### config.mk
export PLATFORM = sky130hd
export DESIGN_NAME = mem_arbiter_flat
export DESIGN_NICKNAME = d
export VERILOG_FILES = /design/src/rtl/mem_arbiter_if.sv /design/src/rtl/mem_arbiter.sv /design/src/flat_wrapper.sv
export SDC_FILE = /design/constraint.sdc
export NUM_CORES = 1
export LEC_CHECK = 0
export BUFFER_PORTS_ARGS = -buffer_cell sky130_fd_sc_hd__buf_2
export CORE_AREA = 4 4 274 276
export CTS_CLUSTER_DIAMETER = 100
export DETAILED_ROUTE_END_ITERATION = 12
export DIE_AREA = 0 0 278 280
export SETUP_SLACK_MARGIN = 0.1
export SLEW_MARGIN = 20
export SYNTH_ARGS = -nofsm -noshare
export SYNTH_HDL_FRONTEND = slang
export SYNTH_SLANG_ARGS = --single-unit
### constraint.sdc
create_clock -name clk -period 5.21 [get_ports clk]
set_clock_uncertainty 0.2 [all_clocks]
set_input_delay 0.521 -clock clk [delete_from_list [all_inputs] [get_ports clk]]
set_output_delay 0.521 -clock clk [all_outputs]
set_load 0.05 [all_outputs]
### src/rtl/mem_arbiter_if.sv
// Bundle of the I-cache, D-cache and shared memory port signals seen by mem_arbiter.
// slave is the arbiter's view; master is the view of the surrounding caches and memory.
interface mem_arbiter_if #(
    parameter int unsigned ADDR_WIDTH = 16,
    parameter int unsigned LINE_WIDTH = 128
);
    logic                  i_read;
    logic [ADDR_WIDTH-1:0] i_address;
    logic [LINE_WIDTH-1:0] i_rdata;
    logic                  i_resp;

    logic                  d_read;
    logic                  d_write;
    logic [ADDR_WIDTH-1:0] d_address;
    logic [LINE_WIDTH-1:0] d_wdata;
    logic [LINE_WIDTH-1:0] d_rdata;
    logic                  d_resp;

    logic                  mem_read;
    logic                  mem_write;
    logic [ADDR_WIDTH-1:0] mem_address;
    logic [LINE_WIDTH-1:0] mem_wdata;
    logic [LINE_WIDTH-1:0] mem_rdata;
    logic                  mem_resp;

    modport slave (
        input  i_read, i_address, d_read, d_write, d_address, d_wdata, mem_rdata, mem_resp,
        output i_rdata, i_resp, d_rdata, d_resp, mem_read, mem_write, mem_address, mem_wdata
    );

    modport master (
        output i_read, i_address, d_read, d_write, d_address, d_wdata, mem_rdata, mem_resp,
        input  i_rdata, i_resp, d_rdata, d_resp, mem_read, mem_write, mem_address, mem_wdata
    );
endinterface

### src/rtl/mem_arbiter.sv
// Round-robin arbiter sharing one line-granular memory port between the I-cache and D-cache,
// with a saturating count of contended arbitration cycles.
module mem_arbiter #(
    parameter int unsigned ADDR_WIDTH = 16,
    parameter int unsigned LINE_WIDTH = 128,
    parameter int unsigned CNT_WIDTH  = 16
) (
    input  logic                 clk,
    input  logic                 reset,
    mem_arbiter_if.slave         bus,
    output logic [CNT_WIDTH-1:0] conflict_count
);
    typedef enum logic [1:0] {StIdle, StServeI, StServeD, StRecover} state_t;

    localparam logic [CNT_WIDTH-1:0] CntOne = 1;

    state_t                state_q, state_d;
    logic                  last_d_q, last_d_d;
    logic                  write_q, write_d;
    logic [ADDR_WIDTH-1:0] addr_q, addr_d;
    logic [LINE_WIDTH-1:0] wdata_q, wdata_d;
    logic [CNT_WIDTH-1:0]  cnt_q, cnt_d;

    logic i_req, d_req, serve_i, serve_d, serving, i_resp, d_resp;

    assign i_req = bus.i_read;
    assign d_req = bus.d_read | bus.d_write;

    always_comb begin
        state_d  = state_q;
        last_d_d = last_d_q;
        write_d  = write_q;
        addr_d   = addr_q;
        wdata_d  = wdata_q;
        cnt_d    = cnt_q;
        unique case (state_q)
            StIdle: begin
                if (i_req && d_req && !(&cnt_q)) begin
                    cnt_d = cnt_q + CntOne;
                end
                // On a tie the side not served last wins; a write takes precedence over a read.
                if (d_req && (!i_req || !last_d_q)) begin
                    state_d = StServeD;
                    addr_d  = bus.d_address;
                    write_d = bus.d_write;
                    wdata_d = bus.d_write ? bus.d_wdata : '0;
                end else if (i_req) begin
                    state_d = StServeI;
                    addr_d  = bus.i_address;
                    write_d = 1'b0;
                    wdata_d = '0;
                end
            end
            StServeI, StServeD: begin
                if (bus.mem_resp) begin
                    state_d  = StRecover;
                    last_d_d = (state_q == StServeD);
                end
            end
            StRecover: state_d = StIdle;
            default:   state_d = StIdle;
        endcase
    end

    always_ff @(posedge clk or posedge reset) begin
        if (reset) begin
            state_q  <= StIdle;
            last_d_q <= 1'b0;
            write_q  <= 1'b0;
            addr_q   <= '0;
            wdata_q  <= '0;
            cnt_q    <= '0;
        end else begin
            state_q  <= state_d;
            last_d_q <= last_d_d;
            write_q  <= write_d;
            addr_q   <= addr_d;
            wdata_q  <= wdata_d;
            cnt_q    <= cnt_d;
        end
    end

    assign serve_i = (state_q == StServeI);
    assign serve_d = (state_q == StServeD);
    assign serving = serve_i | serve_d;
    assign i_resp  = serve_i & bus.mem_resp;
    assign d_resp  = serve_d & bus.mem_resp;

    assign bus.mem_read    = serving & ~write_q;
    assign bus.mem_write   = serving & write_q;
    assign bus.mem_address = serving ? addr_q : '0;
    assign bus.mem_wdata   = serving ? wdata_q : '0;

    // Read data is only visible in the response cycle of the winner.
    assign bus.i_resp  = i_resp;
    assign bus.d_resp  = d_resp;
    assign bus.i_rdata = i_resp ? bus.mem_rdata : '0;
    assign bus.d_rdata = (d_resp && !write_q) ? bus.mem_rdata : '0;

    assign conflict_count = cnt_q;
endmodule

### src/flat_wrapper.sv
// flat-port wrapper written by rule: the top's interface ports become plain ports
module mem_arbiter_flat 
#(
    parameter int unsigned ADDR_WIDTH = 16,
    parameter int unsigned LINE_WIDTH = 128,
    parameter int unsigned CNT_WIDTH  = 16
)
  (clk, reset, conflict_count, bus_i_read, bus_i_address, bus_d_read, bus_d_write, bus_d_address, bus_d_wdata, bus_mem_rdata, bus_mem_resp, bus_i_rdata, bus_i_resp, bus_d_rdata, bus_d_resp, bus_mem_read, bus_mem_write, bus_mem_address, bus_mem_wdata);
  mem_arbiter_if #(.ADDR_WIDTH(ADDR_WIDTH), .LINE_WIDTH(LINE_WIDTH)) bus_i ();
  input  logic clk;
  input  logic reset;
  output logic [CNT_WIDTH-1:0] conflict_count;
  input wire logic [$bits(bus_i.i_read)-1:0] bus_i_read;
  input wire logic [$bits(bus_i.i_address)-1:0] bus_i_address;
  input wire logic [$bits(bus_i.d_read)-1:0] bus_d_read;
  input wire logic [$bits(bus_i.d_write)-1:0] bus_d_write;
  input wire logic [$bits(bus_i.d_address)-1:0] bus_d_address;
  input wire logic [$bits(bus_i.d_wdata)-1:0] bus_d_wdata;
  input wire logic [$bits(bus_i.mem_rdata)-1:0] bus_mem_rdata;
  input wire logic [$bits(bus_i.mem_resp)-1:0] bus_mem_resp;
  output wire logic [$bits(bus_i.i_rdata)-1:0] bus_i_rdata;
  output wire logic [$bits(bus_i.i_resp)-1:0] bus_i_resp;
  output wire logic [$bits(bus_i.d_rdata)-1:0] bus_d_rdata;
  output wire logic [$bits(bus_i.d_resp)-1:0] bus_d_resp;
  output wire logic [$bits(bus_i.mem_read)-1:0] bus_mem_read;
  output wire logic [$bits(bus_i.mem_write)-1:0] bus_mem_write;
  output wire logic [$bits(bus_i.mem_address)-1:0] bus_mem_address;
  output wire logic [$bits(bus_i.mem_wdata)-1:0] bus_mem_wdata;
  assign bus_i.i_read = bus_i_read;
  assign bus_i.i_address = bus_i_address;
  assign bus_i.d_read = bus_d_read;
  assign bus_i.d_write = bus_d_write;
  assign bus_i.d_address = bus_d_address;
  assign bus_i.d_wdata = bus_d_wdata;
  assign bus_i.mem_rdata = bus_mem_rdata;
  assign bus_i.mem_resp = bus_mem_resp;
  assign bus_i_rdata = bus_i.i_rdata;
  assign bus_i_resp = bus_i.i_resp;
  assign bus_d_rdata = bus_i.d_rdata;
  assign bus_d_resp = bus_i.d_resp;
  assign bus_mem_read = bus_i.mem_read;
  assign bus_mem_write = bus_i.mem_write;
  assign bus_mem_address = bus_i.mem_address;
  assign bus_mem_wdata = bus_i.mem_wdata;
  mem_arbiter #(.ADDR_WIDTH(ADDR_WIDTH), .LINE_WIDTH(LINE_WIDTH), .CNT_WIDTH(CNT_WIDTH)) u_core (.clk(clk), .reset(reset), .bus(bus_i), .conflict_count(conflict_count));
endmodule
==> qor.yml <==
tightest_slew_ps: 968
antenna_found_initial: 51
ctsHoldBuffers: 0
fin_crit_sh: 0.686
postSynth.topFlopCell: "dfrtp_1"
crit_arrival_ps: 2850
ctsHtreeMaxLevel: 4
power_uw: 9830
grt_max_degree: 165
die_area_um2: 77800
mappedNetlistNets: 1293
crit_type: "register to output port"
core_um2: 72600
wl_per_cell_um: 22.4
fmax_mhz: 280
met2_usage: 0.269
setup_ws_ps: 1630
cts-root-buf: "clkbuf_16"
cp_max_fo: 58
p_per_area_nw_per_um2: 681
cts_setup_buffers: 0
fp.dieH_um: 280
drc: 0
tns_ps: 0
grt_pass1_vias: 9679
gr-usage-all-layers: 0.143
setup_viol: 0
rows: 99
grt_pass1_wl_mm: 78.6
hp-class: "input port to register"
fin_crit_ps: 3580
cts_tree: "built"
worstSetupStartpointType: "register"
clock_latency_ps: 460
vias: 10022
leakagePower_uw: 0.00853
cts_buffer_depth: 2
grtUsageMet3: 0.0444
critPathCaptureType: "output port"
slew_violations: 0
clock_sinks: 164
hold_viol_final: 0
via_per_inst: 3.82
status: "finished, final reports clean"
ys_warn_count: 0
area_growth_pct: 56.2
grt.busiest_layer: "met2"
yosys.cell_types.count: 37
synth_area_per_cell_um2: 9.28
initial_utilization: 0.127
io_buffers: 713
post-dp-hpwl_mm: 49.1
peakVddDrop_mv: 0.485
maxSlewHeadroom: 0.355
synth_seq_area_share: 0.445
post_cts_resized: 0
wl_mm: 58.7
synth_area_um2: 9230
pre_cts_slack_ps: 1670
numCtsBuffers: 17
nNetsFinal: 1943
gp_congestion: 0.896
crit_required_ps: 4490
grt-ovfl-total: 0
drtIter0Drc: 455
layout-drive-gt1-share: 0.468
ant_nets: 0
synth-edff-count: 0
die_w_um: 278
drt-pass1-iter-count: 5
syn_inst: 995
io_pins: 714
rsz0062_at_grt: "no"
maxCapViolCount: 0
synth-seq-cells: 164
async_flop_share: 1.00
clk_pin_slew_ps: 80
use_met1: 0.157
## final timing paths
kind	cells past startpoint	slack, ps	from	endpoint
hold / removal	2	80	bus_d_wdata[26]	u_core.wdata_q[26]
max in group asynchronous	3	3970	reset	u_core.wdata_q[115]
setup / recovery	5	1630	u_core.state_q[0]	bus_mem_read
hold reg to reg	2	260	u_core.wdata_q[119]	u_core.wdata_q[119]
setup reg to reg	7	2590	u_core.state_q[1]	u_core.state_q[1]
min in group asynchronous	3	150	reset	u_core.write_q
## metal layers
layer	wire length, µm	share of wire
met3	4700	0.080
met1	21500	0.37
met4	1620	0.028
met5	146	0.0025
met2	30800	0.52
## critical path: stages, from the launching register on
cell and delay (ps):
dfrtp_1 420, inv_1 110, ha_4 680, buf_4 500, nor2b_1 320, buf_2 320
## cell families (layout without fill, tap and decap cells)
logic type                 after synthesis  after routing  share of synthesized area
AOI/OAI and AO/OA                      122            122                      0.111
muxes                                   17             17                     0.0186
buffers and inverters                   99            762                     0.0466
and+or+nand+nor                        575            575                      0.361
other                                    0              5                          0
DFF                                    164            164                      0.445
xor gates and xnor gates                14             14                     0.0133
adders and majority gates                4              4                    0.00542
## cells in the mapped netlist (2+ instances only)
master,instances,share of area
nand4_1,5,0.0034
mux2i_1,16,0.017
nand3_1,37,0.020
and2_1,276,0.19
clkbuf_1,69,0.028
dfrtp_1,164,0.44
nor4_2,3,0.0041
buf_4,10,0.0081
nor2b_1,4,0.0027
buf_2,17,0.0092
and3_1,129,0.087
o31ai_1,2,0.0016
a22o_1,92,0.087
inv_1,3,0.0012
and4_1,2,0.0019
ha_1,4,0.0054
nand2_1,84,0.034
xor2_1,9,0.0085
a21oi_1,18,0.0098
nor2_1,26,0.011
nand4_4,2,0.0046
xnor2_1,5,0.0047
nor3_1,4,0.0022
## report_power, final
part           switching, µW  internal [µW]
logic                   4770           1570
clock network            624            778
registers                296           1790
## registers in the layout (all words and copies together) (netlist names)
name and flops:
u_core.addr_q 16, u_core.write_q 1, u_core.conflict_count 16, u_core.state_q 2, u_core.last_d_q 1, u_core.wdata_q 128
## area by class of cell
type / instances / area [µm²]
inverter: 3 / 15.0
sequential: 164 / 4100
tap: 959 / 1200
clock buffer: 17 / 425
fill: 8137 / 58200
clock inverter: 15 / 205
multi-input combinational: 732 / 4750
timing repair buffer: 727 / 3710
antenna: 5 / 12.5
## metrics by stage
| stage | hold WS, ps | instances | util | instance area, µm² |
|---|---|---|---|---|
| global placement | 242 | 2584 | 0.190 | 13800 |
| floorplan | 231 | 995 | - | 9240 |
| detailed placement | 248 | 2584 | 0.190 | 13800 |
| global route | 42.4 | 2619 | 0.199 | 14400 |
| CTS | 25.8 | 2616 | 0.198 | 14400 |
| finish | 77.0 | 2622 | 0.199 | 14400 |
## cell usage in the layout, fill, tap and decap left out, drive strengths merged, types with 7 or more instances in the layout
cell      n
nand3    38
and3    129
nand4     7
nor2     26
a22o     92
xor2      9
clkbuf   17
mux2i    16
dfrtp   164
nand2    84
a21oi    18
and2    276
buf     727
inv      11
No activity file was read; power rests on OpenSTA's default activity.
